**config.mk**
```make
export PLATFORM = sky130hd
export DESIGN_NAME = raster_unpool_2x2
export DESIGN_NICKNAME = d
export VERILOG_FILES = /design/src/rtl/raster_unpool_2x2.sv
export SDC_FILE = /design/constraint.sdc
export NUM_CORES = 1
export LEC_CHECK = 0
export ABC_AREA = 1
export BUFFER_PORTS_ARGS = -buffer_cell sky130_fd_sc_hd__buf_2
export CORE_AREA = 4 4 93 69
export DETAILED_ROUTE_END_ITERATION = 7
export DIE_AREA = 0 0 97 73
export SLEW_MARGIN = 40
export SYNTH_ARGS = -nofsm -noshare
export SYNTH_HDL_FRONTEND = slang
export SYNTH_SLANG_ARGS = --single-unit
```
**constraint.sdc**
```tcl
create_clock -name clk -period 2.2 [get_ports clk]
set_input_delay 0.11 -clock clk [delete_from_list [all_inputs] [get_ports clk]]
set_output_delay 0.11 -clock clk [all_outputs]
set_load 0.02 [all_outputs]
```
**src/rtl/raster_unpool_2x2.sv**
```systemverilog
// 2x2 unpooling stage: reassembles nibble pairs into 8-bit cells, buffers one
// reduced row, then replays it as two full-resolution rows (each cell doubled).
module raster_unpool_2x2 #(
  parameter int ROW_CELLS = 4
) (
  input  logic       clk,
  input  logic       rst_n,
  input  logic [3:0] in_nib,
  input  logic       in_valid,
  output logic       in_ready,
  output logic [7:0] out_cell,
  output logic       out_valid,
  input  logic       out_ready,
  output logic       out_eol
);

  localparam int COL_W = (ROW_CELLS > 1) ? $clog2(ROW_CELLS) : 1;
  localparam logic [COL_W-1:0] LAST_COL = COL_W'(ROW_CELLS - 1);

  typedef enum logic [1:0] {
    LOAD  = 2'd0,
    EMIT0 = 2'd1,
    EMIT1 = 2'd2
  } state_t;

  state_t           r_state, w_state_nxt;
  logic             r_ph, w_ph_nxt;
  logic [3:0]       r_hi, w_hi_nxt;
  logic [COL_W-1:0] r_col, w_col_nxt;
  logic             r_dup, w_dup_nxt;
  logic [7:0]       r_buf [ROW_CELLS];

  logic w_in_fire;
  logic w_out_fire;
  logic w_buf_we;
  logic w_last;

  // All outputs decode from registered state only, so reset clears them at once.
  assign w_last     = (r_col == LAST_COL);
  assign in_ready   = (r_state == LOAD);
  assign out_valid  = (r_state != LOAD);
  assign out_cell   = out_valid ? r_buf[r_col] : 8'h00;
  assign out_eol    = out_valid & w_last & r_dup;
  assign w_in_fire  = in_valid & in_ready;
  assign w_out_fire = out_valid & out_ready;
  assign w_buf_we   = w_in_fire & r_ph;

  always_ff @(posedge clk or negedge rst_n) begin
    if (!rst_n) begin
      r_state <= LOAD;
      r_ph    <= 1'b0;
      r_hi    <= 4'h0;
      r_col   <= '0;
      r_dup   <= 1'b0;
    end else begin
      r_state <= w_state_nxt;
      r_ph    <= w_ph_nxt;
      r_hi    <= w_hi_nxt;
      r_col   <= w_col_nxt;
      r_dup   <= w_dup_nxt;
    end
  end

  // Line buffer carries data only; LOAD masks it on out_cell, so no reset needed.
  always_ff @(posedge clk) begin
    if (w_buf_we) begin
      r_buf[r_col] <= {r_hi, in_nib};
    end
  end

  always_comb begin
    w_state_nxt = r_state;
    w_ph_nxt    = r_ph;
    w_hi_nxt    = r_hi;
    w_col_nxt   = r_col;
    w_dup_nxt   = r_dup;
    unique case (r_state)
      LOAD: begin
        if (w_in_fire) begin
          if (!r_ph) begin
            w_hi_nxt = in_nib;
            w_ph_nxt = 1'b1;
          end else begin
            w_ph_nxt = 1'b0;
            if (w_last) begin
              w_col_nxt   = '0;
              w_state_nxt = EMIT0;
            end else begin
              w_col_nxt = r_col + COL_W'(1);
            end
          end
        end
      end
      EMIT0, EMIT1: begin
        if (w_out_fire) begin
          if (!r_dup) begin
            w_dup_nxt = 1'b1;
          end else begin
            w_dup_nxt = 1'b0;
            if (w_last) begin
              w_col_nxt   = '0;
              w_state_nxt = (r_state == EMIT0) ? EMIT1 : LOAD;
            end else begin
              w_col_nxt = r_col + COL_W'(1);
            end
          end
        end
      end
      default: begin
        w_state_nxt = LOAD;
      end
    endcase
  end

endmodule

```
==> impl_metrics.ini, run 1 <==
[run_status]
outcome = finished clean

[floorplan]
initial_utilization_pct = 33.66
die_w_um = 97
core_sq_mm = 0.005554
rows = 23
die_area_sq_mm = 0.007081
die_y_um = 73
ioPinCount = 19

[worst_setup_path]
start_kind = register
cp.arrival_ns = 1.65
cp_max_fo = 15
end_kind = output pin
crit_path_cell_trace = buf_4 > nor2_1 > nor2_1 > o21ai_0 > a21oi_1 > buf_2
crit_required_ns = 2.09
cp_slowest_cell = dfrtp_1
slowest_delay_ns = 0.51
timing.critical_path.mode_cell = nor2_1
path_class = reg -> out

[timing]
slew_viol_final = 0
fmax_ghz = 0.5694
slew_headroom_pct = 62.39
finalHoldViolations = 0
tns_ns = 0
worst_pin_slew_ns = 0.5642
layout_min_cycle_time_ns = 1.756
setup_violations = 0
fin_worst_skew_ns = 0.007929
rsz0062_at_grt = no
fin_crit_sh_pct = 79.83

[global_route]
grt_util_met2_pct = 17.28
grt_most_used_layer = met2
grt_pass1_wl_mm = 5.878
grt_pass1_vias = 1189
antenna_found_initial = 0
track_usage_pct = 10.95
grt_max_degree = 19
use_met1_pct = 14.19
grtUsageMet3_pct = 2.770
grt_overflow = 0

[drt]
first_pass_iters = 5
drcViolationCount = 0
vias = 1211
wl_per_cell_um = 12.88
drtAntennaViolNets = 0
drt-initial-drc-count = 62
avgViaCountPerCell = 4.388
drt_wl_total_mm = 3.556

[finish]
regArea_sq_mm = 0.001211
multiInputGateArea_sq_um = 553.0
fill_cells = 559
antennaDiodeCount = 0
final_core_util_pct = 38.75
fin_nets = 215
areaGrowthSynthToFinish_pct = 15.13
drive_gt1_share_pct = 19.90

[power]
p_seq_share_pct = 41.1
sw_frac_of_total_pct = 41.85
switchingPower_uw = 1188
leakage_uw = 0.0009190
p_clk_share_pct = 18.2
ir_drop_mv = 0.5664
power_density_mw_per_mm2 = 1319
pwr-share-comb_pct = 40.7
internal_power_uw = 1650

[yosys]
ys_types = 23
synth_fp_nets = 189
synth_warnings = 0
syn-cell-area_sq_mm = 0.001869
seq_area_frac_synth_pct = 64.79
synthCells = 174
ys_ff_latch = 42
syn_area_per_cell_sq_um = 10.74

[place]
io_buffers = 18
routabilityCongestion = 0.7523
hpwlAfterDp_mm = 2.426

[clocking]
cts_sinks = 42
ctsResizeCount = 0
post_cts_buffers = 0
numCtsBuffers = 5
cts_root_buffer = clkbuf_8
cts_max_path_buffers = 2
insertion_delay_ns = 0.30
clk_pin_slew_ns = 0.09
ctsHtreeMaxLevel = 2
cts_hold_buf = 1
cts_tree = yes

[flow_run]
max_cap_viol_count = 0

[min_path]
hp-class = in -> reg
[power by group through the flow]
stage	Sequential [uW]	Clock, uW	Combinational [uW]
5_1_grt	1180	557	1320
6_report	1170	517	1160
4_1_cts	1170	535	1170
3_5_place_dp	1180	0	1160
3_3_place_gp	1180	0	1160
2_1_floorplan	1130	0	917
[cell families after synthesis]
group / count (synthesis) / synth area share (%)
xor+xnor: 1 / 0.4686
compound gates: 21 / 6.425
buf+inv: 20 / 5.622
simple gates: 83 / 18.01
flops: 42 / 64.79
fa+ha+maj: 7 / 4.685
[cells in the final DEF, fill, tap and decap left out, types with 4 or more instances in the layout]
cell	Yosys	routed
dfrtp_1	10	10
nand4_1	4	4
nand3_1	5	5
a21oi_1	8	8
nor2_1	21	21
nand2_1	49	49
inv_1	12	12
edfxtp_1	32	32
o21ai_2	4	4
buf_2	1	18
buf_4	1	6
ha_1	7	7
o21ai_0	8	8
clkbuf_8	0	5
[per-layer routing]
metal | part of all wire, % | up-vias
li1 | - | 628
met1 | 51 | 551
met2 | 43 | 25
met3 | 3.7 | 7
met4 | 2.1 | 0
met5 | 0 | -
[registers in the layout, indices dropped and copies added, names as in the netlist]
register and count:
r_buf 32, r_col 2, r_dup 1, r_state 2
r_hi 4, r_ph 1
[cell type report]
class | instances | share of cell area [%]
repair buffers | 25 | 6.744
clock buffers | 5 | 3.198
flip-flops and latches | 42 | 56.28
clock inverters | 3 | 1.163
multi-input cells | 112 | 25.70
inverters | 14 | 2.558
well taps | 75 | 4.360
[cell usage after synthesis, drive strengths merged]
| master | number | share of area [%] |
|---|---|---|
| a21oi | 8 | 2.1 |
| buf | 5 | 2.5 |
| clkbuf | 1 | 0.20 |
| dfrtp | 10 | 13 |
| edfxtp | 32 | 51 |
| ha | 7 | 4.7 |
| inv | 14 | 2.9 |
| nand2 | 50 | 10 |
| nand3 | 5 | 1.3 |
| nand4 | 4 | 1.3 |
| nor2 | 21 | 4.2 |
| nor3 | 1 | 0.27 |
| o21ai | 13 | 4.3 |
| or2 | 2 | 0.67 |
| xor2 | 1 | 0.47 |
[per-stage QoR]
step / hold WS (ns) / std cells / worst slack (ns) / area [sq um] / total power [uW]
finish: 0.04864 / 276 / 0.4438 / 2152 / 2838
global placement: -0.01323 / 267 / 0.6247 / 2048 / 2335
CTS: 0.04381 / 276 / 0.4197 / 2152 / 2872
detailed placement: -0.01168 / 267 / 0.5939 / 2048 / 2346
global route: 0.04961 / 276 / 0.2749 / 2152 / 3059
floorplan: -0.1856 / 174 / 0.5622 / 1869 / 2052
[path summary, 6_finish.rpt]
path                                  from          end  slack (ns)  cells after the start
worst max-delay path              r_col[0]  out_cell[7]        0.44                      6
worst min-delay path             in_nib[0]  r_buf[3][0]        0.05                      1
worst max register to register  r_state[1]  r_buf[3][4]        0.59                      5
worst min register to register  r_state[0]   r_state[0]        0.51                      2
max in group asynchronous            rst_n      r_hi[3]        1.80                      2
min in group asynchronous            rst_n   r_state[0]        0.19                      2
[worst max-delay path: cells and delay by family, from the launching register on]
| kind | cells | cell delay [ns] |
|---|---|---|
| compound gates | 2 | 0.24 |
| buf+inv | 2 | 0.46 |
| flops | 1 | 0.51 |
| simple gates | 2 | 0.14 |
(Power assumes the default switching activity.)
==> run 2: changes to the inputs <==
==> constraint.sdc (replaced) <==
create_clock -name clk -period 1.4 [get_ports clk]
set_input_delay 0.07 -clock clk [delete_from_list [all_inputs] [get_ports clk]]
set_output_delay 0.07 -clock clk [all_outputs]
set_load 0.02 [all_outputs]
==> run 2 against run 1 <==
The run now ends with setup timing left. Combinational power up 140%. Routed wire length up 15%. Clock skew up 0.0016 ns. Critical path type unchanged. Critical endpoint is now out_cell[1].
==> impl_metrics.ini, run 2 (synthesis gave the netlist of run 1 again) <==
[power]
sw_frac_of_total_pct = 39.24
leakage_uw = 0.001038
ir_drop_mv = 1.084
p_seq_share_pct = 33.1
pwr-share-comb_pct = 50.1
internal_power_uw = 3393
power_density_mw_per_mm2 = 2198
switchingPower_uw = 2192
p_clk_share_pct = 16.8

[worst_setup_path]
reg2reg_to = r_buf[0][1]
crit_required_ns = 1.33
rrSetupSlack_ns = -0.07
start_kind = register
worstReg2RegStart = r_col[0]
cp.arrival_ns = 1.43
end_kind = output pin
cp_max_fo = 6
crit_start = r_col[0]
critPathCapture = out_cell[1]
r2r.worst_path.cells = 7
path_class = reg -> out

[timing]
layout_min_cycle_time_ns = 1.502
worst_pin_slew_ns = 0.2720
fin_crit_sh_pct = 107.3
slew_viol_final = 0
rsz0062_at_grt = yes
whs_ns = 0.02171
finalHoldViolations = 0
fmax_ghz = 0.6658
fin_worst_skew_ns = 0.009497
tns_ns = -1.294
setup_violations = 25
setup_slack_ns = -0.1019
slew_headroom_pct = 81.82

[clocking]
cts_tree = yes
cts_sinks = 42
numCtsBuffers = 5
ctsHtreeMaxLevel = 2
insertion_delay_ns = 0.29
cts_max_path_buffers = 2
cts_root_buffer = clkbuf_8
clk_pin_slew_ns = 0.08

[global_route]
grt_most_used_layer = met2
grt_pass1_vias = 1250
track_usage_pct = 11.86
grtUsageMet3_pct = 2.770
grt_util_met2_pct = 18.27
antenna_found_initial = 0
grt_pass1_wl_mm = 6.423
use_met1_pct = 16.34
grt_max_degree = 14
grt_overflow = 0

[finish]
fin_nets = 234
antennaDiodeCount = 0
fill_cells = 518
final_core_util_pct = 45.75
areaGrowthSynthToFinish_pct = 35.94
largest_reg_flops = 32
final_common_cell = nand2_1
top_regs = r_buf: 32 flops, r_hi: 4 flops
drive_gt1_share_pct = 41.36
final_cell_mix = 45 x nand2_1, 32 x edfxtp_1, 24 x buf_4, 13 x nor2_1, 10 x buf_2
largest_register = r_buf

[drt]
drtAntennaViolNets = 0
drcViolationCount = 0
first_pass_iters = 5
wl_per_cell_um = 13.84
avgViaCountPerCell = 4.464
drt-initial-drc-count = 68
drt_wl_total_mm = 4.082
vias = 1317

[place]
routabilityCongestion = 0.8003
io_buffers = 18
place_worst_setup_slack_ns = -0.05021
hpwlAfterDp_mm = 2.728

[flow_run]
max_cap_viol_count = 0

[floorplan]
die_w_um = 97
rows = 23
die_area_sq_mm = 0.007081
ioPinCount = 19
initial_utilization_pct = 33.66
die_y_um = 73
core_sq_mm = 0.005554

[run_status]
outcome = finished with violations
violations = setup timing

[min_path]
hp-class = in -> reg
## run 2: worst min path at each step
stage | depth (start not counted) | from | endpoint
after floorplan | 0 | rst_n | r_col[0]
after global placement | 1 | rst_n | r_dup
after detailed placement | 1 | rst_n | r_dup
after CTS | 1 | in_nib[0] | r_buf[2][0]
after global routing | 1 | in_nib[0] | r_buf[1][0]
final | 1 | in_nib[0] | r_buf[2][0]
## run 2: timing repair
action                                  CTS  global route
hold buffers                              1             0
hold endpoints to repair                 10             0
setup buffers                             5             5
endpoints found under the setup margin   46            50
pin swaps                                 6             3
gates cloned                              1             0
resized for setup                        46            10
## run 2: power groups by stage
stage,clock network [uW],registers [uW],logic [uW]
6_report,940,1850,2800
5_1_grt,1020,1880,3060
4_1_cts,956,1840,2630
3_5_place_dp,0,1860,2180
3_3_place_gp,0,1850,2150
2_1_floorplan,0,1790,1530
## run 2: per-stage QoR
stage               total power [uW]  instances  area [sq um]
detailed placement              4037        276          2173
floorplan                       3324        174          1918
global route                    5958        295          2541
global placement                4006        276          2173
finish                          5585        295          2541
CTS                             5420        290          2454
## run 2: cell type report
| type | count | area [sq um] | share of cell area, % |
|---|---|---|---|
| tap | 75 | 93.84 | 3.693 |
| clock buffer | 6 | 72.57 | 2.856 |
| clock inverter | 2 | 37.54 | 1.477 |
| inverter | 14 | 57.56 | 2.265 |
| timing repair buffer | 44 | 375.4 | 14.77 |
| multi-input combinational | 112 | 691.9 | 27.23 |
| sequential | 42 | 1212 | 47.71 |
## run 2: layer usage
| layer | vias up | share of wire (%) |
|---|---|---|
| met2 | 30 | 46 |
| li1 | 667 | - |
| met5 | - | 0 |
| met4 | 0 | 1.4 |
| met3 | 5 | 4.5 |
| met1 | 615 | 48 |
## run 2: critical path: stages, from the launching register on
cell,delay [ns]
dfrtp_2,0.46
inv_4,0.10
buf_6,0.13
nand2_2,0.04
nand2_1,0.05
nand2_1,0.06
a21oi_2,0.13
buf_4,0.15
==> run 3: changes to the inputs <==
--- a/config.mk
+++ b/config.mk
@@ -5,11 +5,10 @@
 export SDC_FILE = /design/constraint.sdc
 export NUM_CORES = 1
 export LEC_CHECK = 0
-export ABC_AREA = 1
 export BUFFER_PORTS_ARGS = -buffer_cell sky130_fd_sc_hd__buf_2
-export CORE_AREA = 4 4 93 69
+export CORE_AREA = 4 4 92 68
 export DETAILED_ROUTE_END_ITERATION = 7
-export DIE_AREA = 0 0 97 73
+export DIE_AREA = 0 0 96 72
 export SLEW_MARGIN = 40
 export SYNTH_ARGS = -nofsm -noshare
 export SYNTH_HDL_FRONTEND = slang
==> run 3 against run 2 <==
The flow still finishes with violations (setup timing). Non-clock buffer count is 5 lower. Design area is 2.5% lower. Area after synthesis is 2.1% lower. Via count is 20% lower. Combinational power is 5% higher. Synthesized cell count is 40% lower. Worst setup slack worse by 0.23 ns. First-iteration DRC count is 4.4% higher. Clock skew is 0.0026 ns lower. Clock-buffer cell count stayed put. Worst hold slack worse by 0.016 ns.
==> impl_metrics.ini, run 3 <==
[run_status]
outcome = finished with violations
violations = setup timing

[yosys]
synth_fp_nets = 120
yosysMostFrequentCell = edfxtp_1
syn-cell-area_sq_mm = 0.001831
yosysTopAreaCell = edfxtp_1
syn_area_per_cell_sq_um = 17.43
synth_warnings = 0
ys_types = 26
async_flop_share_pct = 23.81
synthFlopType = edfxtp_1
seq_area_frac_synth_pct = 66.17
synth_common_cells = 32 x edfxtp_1, 10 x dfrtp_1, 8 x mux4_2, 8 x nor2b_1, 7 x ha_1
ys_ff_latch = 42
yosysTopAreaCellShare_pct = 52.49
synthCells = 105
synth-edff-count = 32
synth_area_leaders = edfxtp_1 52%, dfrtp_1 14%, mux4_2 9.8%

[global_route]
track_usage_pct = 11.74
grt_pass1_vias = 1083
grt_pass1_wl_mm = 5.858
grt_max_degree = 14
grt_overflow = 0
antenna_found_initial = 0

[power]
ir_drop_mv = 0.8048
power_density_mw_per_mm2 = 2241
leakage_uw = 0.0009576

[clocking]
cts_root_buffer = clkbuf_8
numCtsBuffers = 5
cts_tree = yes
cts_sinks = 42
ctsHtreeMaxLevel = 2
insertion_delay_ns = 0.29
cts_max_path_buffers = 2
clk_pin_slew_ns = 0.08

[place]
io_buffers = 18
hpwlAfterDp_mm = 2.388
place_area_sq_mm = 0.002167
dp_cells = 208
routabilityCongestion = 0.8594

[floorplan]
die_y_um = 72
die_w_um = 96
rows = 23
initial_utilization_pct = 33.30
die_area_sq_mm = 0.006912
ioPinCount = 19
core_sq_mm = 0.005497

[timing]
layout_min_cycle_time_ns = 1.730
worst_pin_slew_ns = 0.3097
slew_headroom_pct = 79.30
fin_worst_skew_ns = 0.006891
setup_slack_ns = -0.3298
setup_violations = 48
rsz0062_at_grt = yes
slew_viol_final = 0
fmax_ghz = 0.5781
finalHoldViolations = 0
whs_ns = 0.005744
fin_crit_sh_pct = 123.6

[finish]
final_common_cell = edfxtp_1
antennaDiodeCount = 0
top_regs = r_buf: 32 flops, r_hi: 4 flops
final_cell_mix = 32 x edfxtp_1, 14 x buf_4, 12 x buf_2, 10 x dfrtp_1
fin_nets = 163
drive_gt1_share_pct = 53.69
layout.cells.non_filler = 224
fill_cells = 492
largest_reg_flops = 32
stdcell_area_sq_mm = 0.002477
areaGrowthSynthToFinish_pct = 35.34
largest_register = r_buf

[min_path]
hp-class = in -> reg

[worst_setup_path]
end_kind = output pin
critPathBufInv = 2
path_class = reg -> out
slowest_delay_ns = 0.49
cp_slowest_cell = mux4_2
crit_path_cell_trace = buf_12 > mux4_2 > nor2b_1 > buf_2
crit_family = multiplexers
cp_max_fo = 9
cp.arrival_ns = 1.66
start_kind = register
crit_required_ns = 1.33

[drt]
first_pass_iters = 4
drtAntennaViolNets = 0
vias = 1052
avgViaCountPerCell = 4.696
drt-initial-drc-count = 71
drt_wl_total_mm = 3.836
drcViolationCount = 0
wl_per_cell_um = 17.13

[flow_run]
max_cap_viol_count = 0
==> run 3: changes by cell type after synthesis, sizes merged, moves of 4 or more <==
| cell | change |
|---|---|
| nand4 | -4 |
| nand2 | -46 |
| a21oi | -8 |
| inv | -8 |
| o21ai | -13 |
| nor2 | -20 |
| mux2 | +7 |
| nand3 | -4 |
| mux4 | +8 |
| nor2b | +8 |
| and3 | +4 |
==> run 3: metal layers <==
metal | share of wire (%) | vias to the layer above | GRT usage [%]
met5 | 0 | - | 0
met4 | 0.65 | 0 | 3.312
met3 | 5.1 | 3 | 4.041
met2 | 49 | 21 | 17.83
met1 | 45 | 539 | 16.07
li1 | - | 489 | -
==> run 3: through the flow <==
stage          utilization [%]  total power (uW)  setup slack (ns)  setup TNS [ns]
5_1_grt                  45.07              5896           -0.3852          -8.153
4_1_cts                  43.39              5259           -0.3382          -5.055
6_report                 45.07              5551           -0.3298          -5.564
3_3_place_gp             39.43              4028          -0.06427         -0.8517
2_1_floorplan                -              3364          -0.05150         -0.1476
3_5_place_dp             39.43              4094          -0.09676          -1.850
==> run 3: where the power goes <==
group | internal [uW] | total [uW] | switching [uW] | leakage (uW)
clock | 352 | 764 | 413 | 0.0000452
combinational | 1620 | 2930 | 1310 | 0.000503
sequential | 1660 | 1860 | 201 | 0.000409
total | 3630 | 5550 | 1920 | 0.000958
==> run 3: final timing paths <==
check                           start          end  depth (start not counted)  slack [ns]
hold / removal              in_nib[0]  r_buf[0][0]                          1       0.006
setup / recovery             r_col[0]  out_cell[3]                          4       -0.33
hold reg to reg               r_hi[0]  r_buf[1][4]                          0        0.55
min in group asynchronous       rst_n        r_dup                          2        0.16
setup reg to reg           r_state[1]   r_state[1]                          6       -0.17
max in group asynchronous       rst_n   r_state[0]                          2        1.04
==> run 3: timing repair <==
item / in CTS / in global routing
pin swaps: 5 / 3
endpoints found under the setup margin: 47 / 51
gates cloned: 1 / 0
endpoints found under the hold margin: 10 / 0
setup buffers: 3 / 3
resized for setup: 21 / 16
hold buffers: 1 / 0
==> run 3: final cells by class <==
cell class,instances,area (sq um),area share [%]
flip-flops and latches,42,1211,48.89
clock inverters,2,13.76,0.5556
multi-input cells,54,709.4,28.64
well taps,75,93.84,3.788
clock buffers,6,72.57,2.929
inverters,6,25.02,1.010
repair buffers,39,351.6,14.19
==> run 3: cell families after synthesis <==
group | count (synthesis) | share of synthesized area (%)
DFF | 42 | 66.17
adders and majority gates | 7 | 4.784
xor gates and xnor gates | 1 | 0.4786
buffers and inverters | 9 | 2.529
muxes | 15 | 14.97
and+or+nand+nor | 24 | 7.655
AOI/OAI and AO/OA | 7 | 3.418
